`src/rtl/rx_sipo_pkg.sv`:
```
// Shared types and constants for the SerDes receive SIPO/aligner family.
package rx_sipo_pkg;

  typedef enum logic [1:0] {
    HUNT   = 2'd0,
    VERIFY = 2'd1,
    LOCKED = 2'd2
  } align_state_e;

  localparam logic [9:0] K28_5_NEG = 10'h17C;
  localparam logic [9:0] K28_5_POS = 10'h283;

  // Lock/miss counters stick at all-ones rather than wrapping.
  function automatic logic [3:0] sat_inc(input logic [3:0] v);
    return (v == 4'hF) ? v : v + 4'd1;
  endfunction

endpackage

```
`src/rtl/rx_sipo_aligner_comma_detect.sv`:
```
// Combinational comma matcher: flags a window equal to either comma polarity.
module rx_comma_detect #(
  parameter int WIDTH = 10
) (
  input  logic [WIDTH-1:0] nxt_i,
  input  logic [WIDTH-1:0] pat_neg_i,
  input  logic [WIDTH-1:0] pat_pos_i,
  output logic             is_comma_o
);

  assign is_comma_o = (nxt_i == pat_neg_i) || (nxt_i == pat_pos_i);

endmodule

```
`src/rtl/rx_sipo_aligner.sv`:
```
// Serial-to-parallel converter with K28.5 comma word alignment.
// state  | meaning
// HUNT   | no boundary yet; any comma realigns
// VERIFY | boundary chosen; counting boundary commas toward lock
// LOCKED | boundary fixed; off-boundary commas counted toward loss of lock
module rx_sipo_aligner
  import rx_sipo_pkg::*;
#(
  parameter int               WIDTH      = 10,
  parameter logic [WIDTH-1:0] COMMA_NEG  = WIDTH'(K28_5_NEG),
  parameter logic [WIDTH-1:0] COMMA_POS  = WIDTH'(K28_5_POS),
  parameter int               LOCK_COUNT = 3,
  parameter int               MISS_LIMIT = 4
) (
  input  logic             BitCLK,
  input  logic             Reset,
  input  logic             Serial,
  input  logic             align_en,
  output logic [WIDTH-1:0] RxParallel,
  output logic             rx_valid,
  output logic             comma_det,
  output logic             aligned
);

  localparam int              CW     = $clog2(WIDTH);
  localparam logic [CW-1:0]   LAST   = CW'(WIDTH - 1);
  localparam logic [3:0]      LOCK_N = 4'(LOCK_COUNT);
  localparam logic [3:0]      MISS_N = 4'(MISS_LIMIT);

  align_state_e     state_q, state_d;
  logic [WIDTH-1:0] win_q, nxt;
  logic [CW-1:0]    bit_cnt_q, bit_cnt_d;
  logic [3:0]       good_q, good_d;
  logic [3:0]       miss_q, miss_d;
  logic [WIDTH-1:0] rx_par_q;
  logic             rx_valid_q, comma_det_q;
  logic             is_comma, boundary, realign, emit;
  logic [3:0]       good_inc, miss_inc;

  assign nxt      = {Serial, win_q[WIDTH-1:1]};
  assign boundary = (bit_cnt_q == LAST);
  assign good_inc = sat_inc(good_q);
  assign miss_inc = sat_inc(miss_q);

  rx_comma_detect #(.WIDTH(WIDTH)) u_comma (
    .nxt_i      (nxt),
    .pat_neg_i  (COMMA_NEG),
    .pat_pos_i  (COMMA_POS),
    .is_comma_o (is_comma)
  );

  always_comb begin
    state_d = state_q;
    good_d  = good_q;
    miss_d  = miss_q;
    realign = 1'b0;
    if (align_en && is_comma) begin
      case (state_q)
        HUNT: begin
          realign = 1'b1;
          good_d  = 4'd1;
          miss_d  = 4'd0;
          state_d = (LOCK_N == 4'd1) ? LOCKED : VERIFY;
        end
        VERIFY: begin
          if (boundary) begin
            good_d = good_inc;
            if (good_inc >= LOCK_N) begin
              state_d = LOCKED;
              miss_d  = 4'd0;
            end
          end else begin
            realign = 1'b1;
            good_d  = 4'd1;
          end
        end
        LOCKED: begin
          if (boundary) begin
            miss_d = 4'd0;
          end else if (miss_inc >= MISS_N) begin
            state_d = HUNT;
            good_d  = 4'd0;
            miss_d  = 4'd0;
          end else begin
            miss_d = miss_inc;
          end
        end
        default: state_d = HUNT;
      endcase
    end
    // A realign landing on the boundary is indistinguishable from a boundary word.
    emit      = boundary || realign;
    bit_cnt_d = emit ? '0 : bit_cnt_q + CW'(1);
  end

  always_ff @(posedge BitCLK) begin
    if (!Reset) begin
      state_q     <= HUNT;
      win_q       <= '0;
      bit_cnt_q   <= '0;
      good_q      <= 4'd0;
      miss_q      <= 4'd0;
      rx_par_q    <= '0;
      rx_valid_q  <= 1'b0;
      comma_det_q <= 1'b0;
    end else begin
      state_q     <= state_d;
      win_q       <= nxt;
      bit_cnt_q   <= bit_cnt_d;
      good_q      <= good_d;
      miss_q      <= miss_d;
      rx_valid_q  <= emit;
      comma_det_q <= emit && is_comma;
      if (emit) rx_par_q <= nxt;
    end
  end

  assign RxParallel = rx_par_q;
  assign rx_valid   = rx_valid_q;
  assign comma_det  = comma_det_q;
  assign aligned    = (state_q == LOCKED);

endmodule

```
`config.mk`:
```
export PLATFORM = sky130hd
export DESIGN_NAME = rx_sipo_aligner
export DESIGN_NICKNAME = d
export VERILOG_FILES = /design/src/rtl/rx_sipo_pkg.sv /design/src/rtl/rx_sipo_aligner_comma_detect.sv /design/src/rtl/rx_sipo_aligner.sv
export SDC_FILE = /design/constraint.sdc
export NUM_CORES = 1
export LEC_CHECK = 0
export BUFFER_PORTS_ARGS = -buffer_cell sky130_fd_sc_hd__buf_2
export CAP_MARGIN = 20
export CORE_MARGIN = 5
export CORE_UTILIZATION = 30
export DETAILED_ROUTE_END_ITERATION = 8
export GPL_TIMING_DRIVEN = 0
export PLACE_DENSITY = 0.49
export SLEW_MARGIN = 20
export SYNTH_ARGS = -nofsm -noshare
export SYNTH_HDL_FRONTEND = slang
export SYNTH_SLANG_ARGS = --single-unit
export TNS_END_PERCENT = 1
```
`constraint.sdc`:
```
create_clock -name BitCLK -period 2.1 [get_ports BitCLK]
set_input_delay 0.21 -clock BitCLK [delete_from_list [all_inputs] [get_ports BitCLK]]
set_output_delay 0.21 -clock BitCLK [all_outputs]
set_load 0.01 [all_outputs]
```
==> impl_metrics.env, run 1 <==
export IMPL_status="finished, final reports clean"
export IMPL_grt_max_degree=12
export IMPL_ctsLongestPathBuffers=2
export IMPL_vias_per_cell=4.55
export IMPL_dp_slack_ns=0.0549
export IMPL_vias=1220
export IMPL_clk_latency_ns=0.28
export IMPL_fp_dieH_um=83.7
export IMPL_grt_pass1_vias=1231
export IMPL_track_usage=0.0999
export IMPL_core_area_um2=5200
export IMPL_drv_cap=0
export IMPL_yosysWarnings=0
export IMPL_p_leak_nw=0.937
export IMPL_power_frac_seq=0.570
export IMPL_h_tree_depth=2
export IMPL_cp_data_arrival_time_ns=2.11
export IMPL_seq_area_frac_synth=0.430
export IMPL_drive_above_1_share=0.157
export IMPL_relSlewSlack=0.642
export IMPL_pin_count=17
export IMPL_max_stage_delay_ns=0.58
export IMPL_p_switching_uw=272
export IMPL_critPathCaptureType="flip-flop"
export IMPL_p_per_area_nw_per_um2=631
export IMPL_layout_common_cells="35 x dfxtp_1, 35 x nand2_1, 17 x inv_1, 16 x mux2i_1, 15 x buf_2"
export IMPL_grt_overflow_total=0
export IMPL_ys_seq_elements=35
export IMPL_n_antenna_cell=0
export IMPL_swShare=0.229
export IMPL_rows=26
export IMPL_place_inst=260
export IMPL_wl_per_cell_um=12.1
export IMPL_port_buffer_count=15
export IMPL_die_w_um=83.7
export IMPL_avgSynthCellArea_um2=9.30
export IMPL_hold_violations=0
export IMPL_slowest_stage="or4b_4"
export IMPL_crit_path_start_kind="flip-flop"
export IMPL_finalCritPeriodShare=0.904
export IMPL_drtAntennaViolNets=0
export IMPL_p_clk_frac=0.396
export IMPL_vdd_drop_max_uv=286
export IMPL_antenna_found_initial=0
export IMPL_syn_cell_area_um2=1630
export IMPL_path_cells="or4b_4, nor3_4, o21ai_2, or4_1, a21oi_1"
export IMPL_syn2layout_area_growth_pct=15.9
export IMPL_initial_utilization=0.313
export IMPL_fin_skew_ns=0.00343
export IMPL_finalWorstSetupSlack_ns=0.202
export IMPL_cts_root_buf="clkbuf_8"
export IMPL_worst_slew_pin_slew_ns=0.536
export IMPL_die_area_um2=7000
export IMPL_fillCellCount=560
export IMPL_pwr_share_comb=0.034
export IMPL_nNetsFinal=210
export IMPL_clk_pin_slew_ns=0.07
export IMPL_p_int_uw=918
export IMPL_fin_tns_setup_ns=0
export IMPL_clkSinkCount=35
export IMPL_min_delay_path_depth=3
export IMPL_final_max_slew_viol_count=0
export IMPL_syn_nets=188
export IMPL_synthCells=175
export IMPL_stdcell_area_um2=1890
export IMPL_synth_cell_types=41
export IMPL_routabilityCongestion=0.736
export IMPL_grt_pass1_wl_mm=5.61
export IMPL_crit_type="flip-flop to flip-flop"
export IMPL_drt_initial_drc_count=83
export IMPL_hpwl_mm=2.43
export IMPL_instances_no_fill=268
export IMPL_hold_path_class="input port to flip-flop"
export IMPL_crit_fanout=4
export IMPL_setup_viol=0
export IMPL_required_ns=2.32
export IMPL_max_freq_mhz=527
export IMPL_cts_tree="done"
export IMPL_min_period_ns=1.90
export IMPL_drt_pass1_iter_count=4
export IMPL_drt_wl_total_mm=3.24
export IMPL_drcViolationCount=0
export IMPL_cts_buffers_inserted=5
export IMPL_worst_r2r_path_depth=5
export IMPL_place_area_um2=1790
export IMPL_grt_setup_unrepaired="false"
export IMPL_final_util=0.363
-- layout make-up --
class	instances	area, um2	share of cell area
repair buffers	15	75.1	0.0398
clock inverters	2	12.5	0.00663
inverters	17	63.8	0.0338
flip-flops and latches	35	701	0.371
clock buffers	6	72.6	0.0385
well taps	70	87.6	0.0464
multi-input cells	118	848	0.450
plain buffers	5	26.3	0.0139
-- cells in the mapped netlist (all sizes together) --
cell type	n	area (um2)
mux2	1	11.3
and3	3	18.8
nand4bb	2	22.5
or4b	1	13.8
nor3b	1	7.51
or4	2	15.0
nand3b	2	15.0
dfxtp	35	701
xnor2	1	8.76
nand4b	3	26.3
a311oi	1	8.76
o41ai	1	16.3
inv	17	63.8
a21o	2	16.3
buf	1	11.3
a31oi	1	6.26
o221a	1	11.3
a2111o	1	11.3
a21oi	3	18.8
or2	2	12.5
nand3	3	15.0
o221ai	1	8.76
and2	1	6.26
nor2	6	22.5
a21boi	1	7.51
nor3	6	41.3
nand2b	4	25.0
ha	9	113
xor2	2	17.5
o21ai	3	18.8
nand4	1	12.5
o211ai	1	7.51
clkbuf	4	15.0
nand2	35	131
o211a	1	10.0
mux2i	16	160
-- timing repair --
item / 4_1_cts / 5_1_grt
setup endpoints to repair: 0 / 13
endpoints found under the hold margin: 0 / 0
resized for setup: 0 / 1
hold buffers: 0 / 0
setup buffers: 0 / 0
-- kinds of logic after synthesis --
group / Yosys count / share of synthesized area
compound gates: 17 / 0.0869
xor+xnor: 3 / 0.0161
flops: 35 / 0.430
buf+inv: 22 / 0.0553
mux: 17 / 0.105
simple gates: 72 / 0.237
fa+ha+maj: 9 / 0.0692
-- layer usage --
layer	vias to the layer above	GRT usage	wire, um
li1	636	-	-
met1	561	0.131	1680
met2	19	0.151	1410
met3	4	0.0267	100
met4	0	0.0482	49
met5	-	0	0
-- registers in the layout, indices dropped and copies added, names as in the netlist --
signal / count
RxParallel: 10
bit_cnt_q: 4
comma_det: 1
good_q: 4
miss_q: 4
rx_valid: 1
state_q: 2
win_q: 9
-- final timing paths --
check / start / endpoint / slack, ns
setup / recovery: win_q[4] / miss_q[0] / 0.20
hold / removal: Serial / win_q[9] / 0.16
setup reg to reg: win_q[4] / miss_q[0] / 0.20
hold reg to reg: RxParallel[6] / RxParallel[6] / 0.46
-- metrics by stage --
stage                     power [mW]  hold WS, ns
final                           1.19        0.158
after global routing            1.25        0.175
after CTS                       1.21        0.149
after detailed placement       0.734        0.449
after global placement         0.734        0.447
after floorplan                0.721        0.321
-- worst max-delay path: cells and delay by family, from the launching register on --
kind            cells  cell delay [ns]
simple gates        3             1.25
compound gates      2             0.25
flops               1             0.33
-- power groups by stage --
stage / clock (mW) / sequential, mW / combinational [mW]
final: 0.471 / 0.679 / 0.0402
after global routing: 0.525 / 0.680 / 0.0451
after CTS: 0.494 / 0.679 / 0.0403
after detailed placement: 0 / 0.694 / 0.0403
after global placement: 0 / 0.694 / 0.0403
after floorplan: 0 / 0.693 / 0.0285
Note: power is estimated with default switching activity, not from simulation.
==> run 2, diff against run 1 <==
--- a/config.mk
+++ b/config.mk
@@ -11,7 +11,6 @@
 export CORE_UTILIZATION = 30
 export DETAILED_ROUTE_END_ITERATION = 8
 export GPL_TIMING_DRIVEN = 0
-export PLACE_DENSITY = 0.49
 export SLEW_MARGIN = 20
 export SYNTH_ARGS = -nofsm -noshare
 export SYNTH_HDL_FRONTEND = slang
==> run 2 against run 1 <==
Clock-buffer cell count grew 1. Global-route usage shrank 0.35 points. Total power grew 4.1%. Worst hold slack lost 0.017 ns. Die area is the same.
==> impl_metrics.env, run 2 (synthesis gave the netlist of run 1 again) <==
export IMPL_cts_root_buf="clkbuf_8"
export IMPL_grt_pass1_wl_mm=5.46
export IMPL_status="finished, final reports clean"
export IMPL_initial_utilization=0.313
export IMPL_die_area_um2=7000
export IMPL_crit_path_start_kind="flip-flop"
export IMPL_hold_path_class="input port to flip-flop"
export IMPL_cts_buffers_inserted=5
export IMPL_track_usage=0.0964
export IMPL_p_per_area_nw_per_um2=653
export IMPL_drv_cap=0
export IMPL_grt_pass1_vias=1171
export IMPL_h_tree_depth=2
export IMPL_rows=26
export IMPL_worst_slew_pin_slew_ns=0.598
export IMPL_cts_hold_buf=0
export IMPL_crit_type="flip-flop to flip-flop"
export IMPL_syn2layout_area_growth_pct=16.5
export IMPL_ctsLongestPathBuffers=2
export IMPL_drtAntennaViolNets=0
export IMPL_cts_tree="done"
export IMPL_setup_viol=0
export IMPL_routabilityCongestion=0.819
export IMPL_antenna_found_initial=0
export IMPL_fin_skew_ns=0.00745
export IMPL_nNetsFinal=210
export IMPL_drt_wl_total_mm=3.25
export IMPL_path_cells="or4b_4, nor3_4, o21ai_2, or4_1, a21oi_1"
export IMPL_min_period_ns=1.90
export IMPL_clk_latency_ns=0.29
export IMPL_wl_per_cell_um=12.1
export IMPL_critPathCaptureType="flip-flop"
export IMPL_drive_above_1_share=0.157
export IMPL_vdd_drop_max_uv=454
export IMPL_crit_fanout=4
export IMPL_largest_reg_flops=10
export IMPL_ctsResizeCount=0
export IMPL_path_buf_inv=0
export IMPL_finalCritPeriodShare=0.905
export IMPL_clkSinkCount=35
export IMPL_vias_per_cell=4.61
export IMPL_cp_depth=5
export IMPL_drt_pass1_iter_count=4
export IMPL_relSlewSlack=0.601
export IMPL_cts_setup_buffers=0
export IMPL_required_ns=2.32
export IMPL_hold_violations=0
export IMPL_die_w_um=83.7
export IMPL_port_buffer_count=15
export IMPL_fp_dieH_um=83.7
export IMPL_fillCellCount=559
export IMPL_max_stage_delay_ns=0.58
export IMPL_core_area_um2=5200
export IMPL_power_mw=1.24
export IMPL_layout_common_cells="35 x dfxtp_1, 35 x nand2_1, 17 x inv_1, 16 x mux2i_1, 15 x buf_2"
export IMPL_p_leak_nw=0.944
export IMPL_min_delay_path_depth=3
export IMPL_n_antenna_cell=0
export IMPL_clk_pin_slew_ns=0.08
export IMPL_critical_path_top_delay_family="simple AND/OR/NAND/NOR gates"
export IMPL_vias=1236
export IMPL_pin_count=17
export IMPL_cp_data_arrival_time_ns=2.12
export IMPL_grt_setup_unrepaired="false"
export IMPL_worst_r2r_path_depth=5
export IMPL_slowest_stage="or4b_4"
export IMPL_fin_tns_setup_ns=0
export IMPL_drt_initial_drc_count=63
export IMPL_hpwl_mm=2.38
export IMPL_hold_ws_ns=0.141
export IMPL_drcViolationCount=0
export IMPL_grt_overflow_total=0
export IMPL_max_freq_mhz=526
export IMPL_final_max_slew_viol_count=0
export IMPL_grt_max_degree=12
## run 2: cell types whose count changed in the layout (fill, tap and decap cells not counted)
cell / before / now
clkbuf_8: 5 / 6
clkinv_2: 1 / 0
clkinv_4: 0 / 1
clkinvlp_4: 1 / 0
## run 2: tightest hold or removal path, stage by stage
cell and delay [ns]:
buf_2 0.09, nand2_1 0.06, inv_1 0.05
## run 2: area by class of cell
cell class / count / area (um2) / area share
clock inverter: 1 / 8.76 / 0.00462
clock buffer: 7 / 86.3 / 0.0455
buffer: 5 / 26.3 / 0.0139
multi-input combinational: 118 / 848 / 0.447
sequential: 35 / 701 / 0.369
timing repair buffer: 15 / 75.1 / 0.0396
tap: 70 / 87.6 / 0.0462
inverter: 17 / 63.8 / 0.0336
## run 2: power breakdown
part	switching [mW]	total (mW)	internal, mW
Sequential	0.00659	0.678	0.672
Combinational	0.0268	0.0415	0.0147
Clock	0.250	0.519	0.269
## run 2: layer usage
| layer | share of wire | global-route usage | vias up | wire length [um] |
|---|---|---|---|---|
| li1 | - | - | 640 | - |
| met3 | 0.033 | 0.0286 | 8 | 108 |
| met4 | 0.029 | 0.0497 | 0 | 93 |
| met1 | 0.49 | 0.117 | 570 | 1590 |
| met5 | 0 | 0 | - | 0 |
| met2 | 0.45 | 0.154 | 18 | 1460 |
## run 2: worst paths after layout
kind / from / endpoint / slack (ns)
setup reg to reg: win_q[4] / miss_q[0] / 0.20
hold / removal: Serial / win_q[9] / 0.14
hold reg to reg: RxParallel[1] / RxParallel[1] / 0.46
setup / recovery: win_q[4] / miss_q[0] / 0.20
## run 2: through the flow
stage	instance area, um2	cells	setup WS [ns]	util
final	1900	268	0.200	0.364
after global routing	1900	268	0.110	0.364
after CTS	1890	268	0.0412	0.362
after detailed placement	1790	260	0.0712	0.344
after global placement	1790	260	0.0746	0.344
after floorplan	1630	175	0.322	-
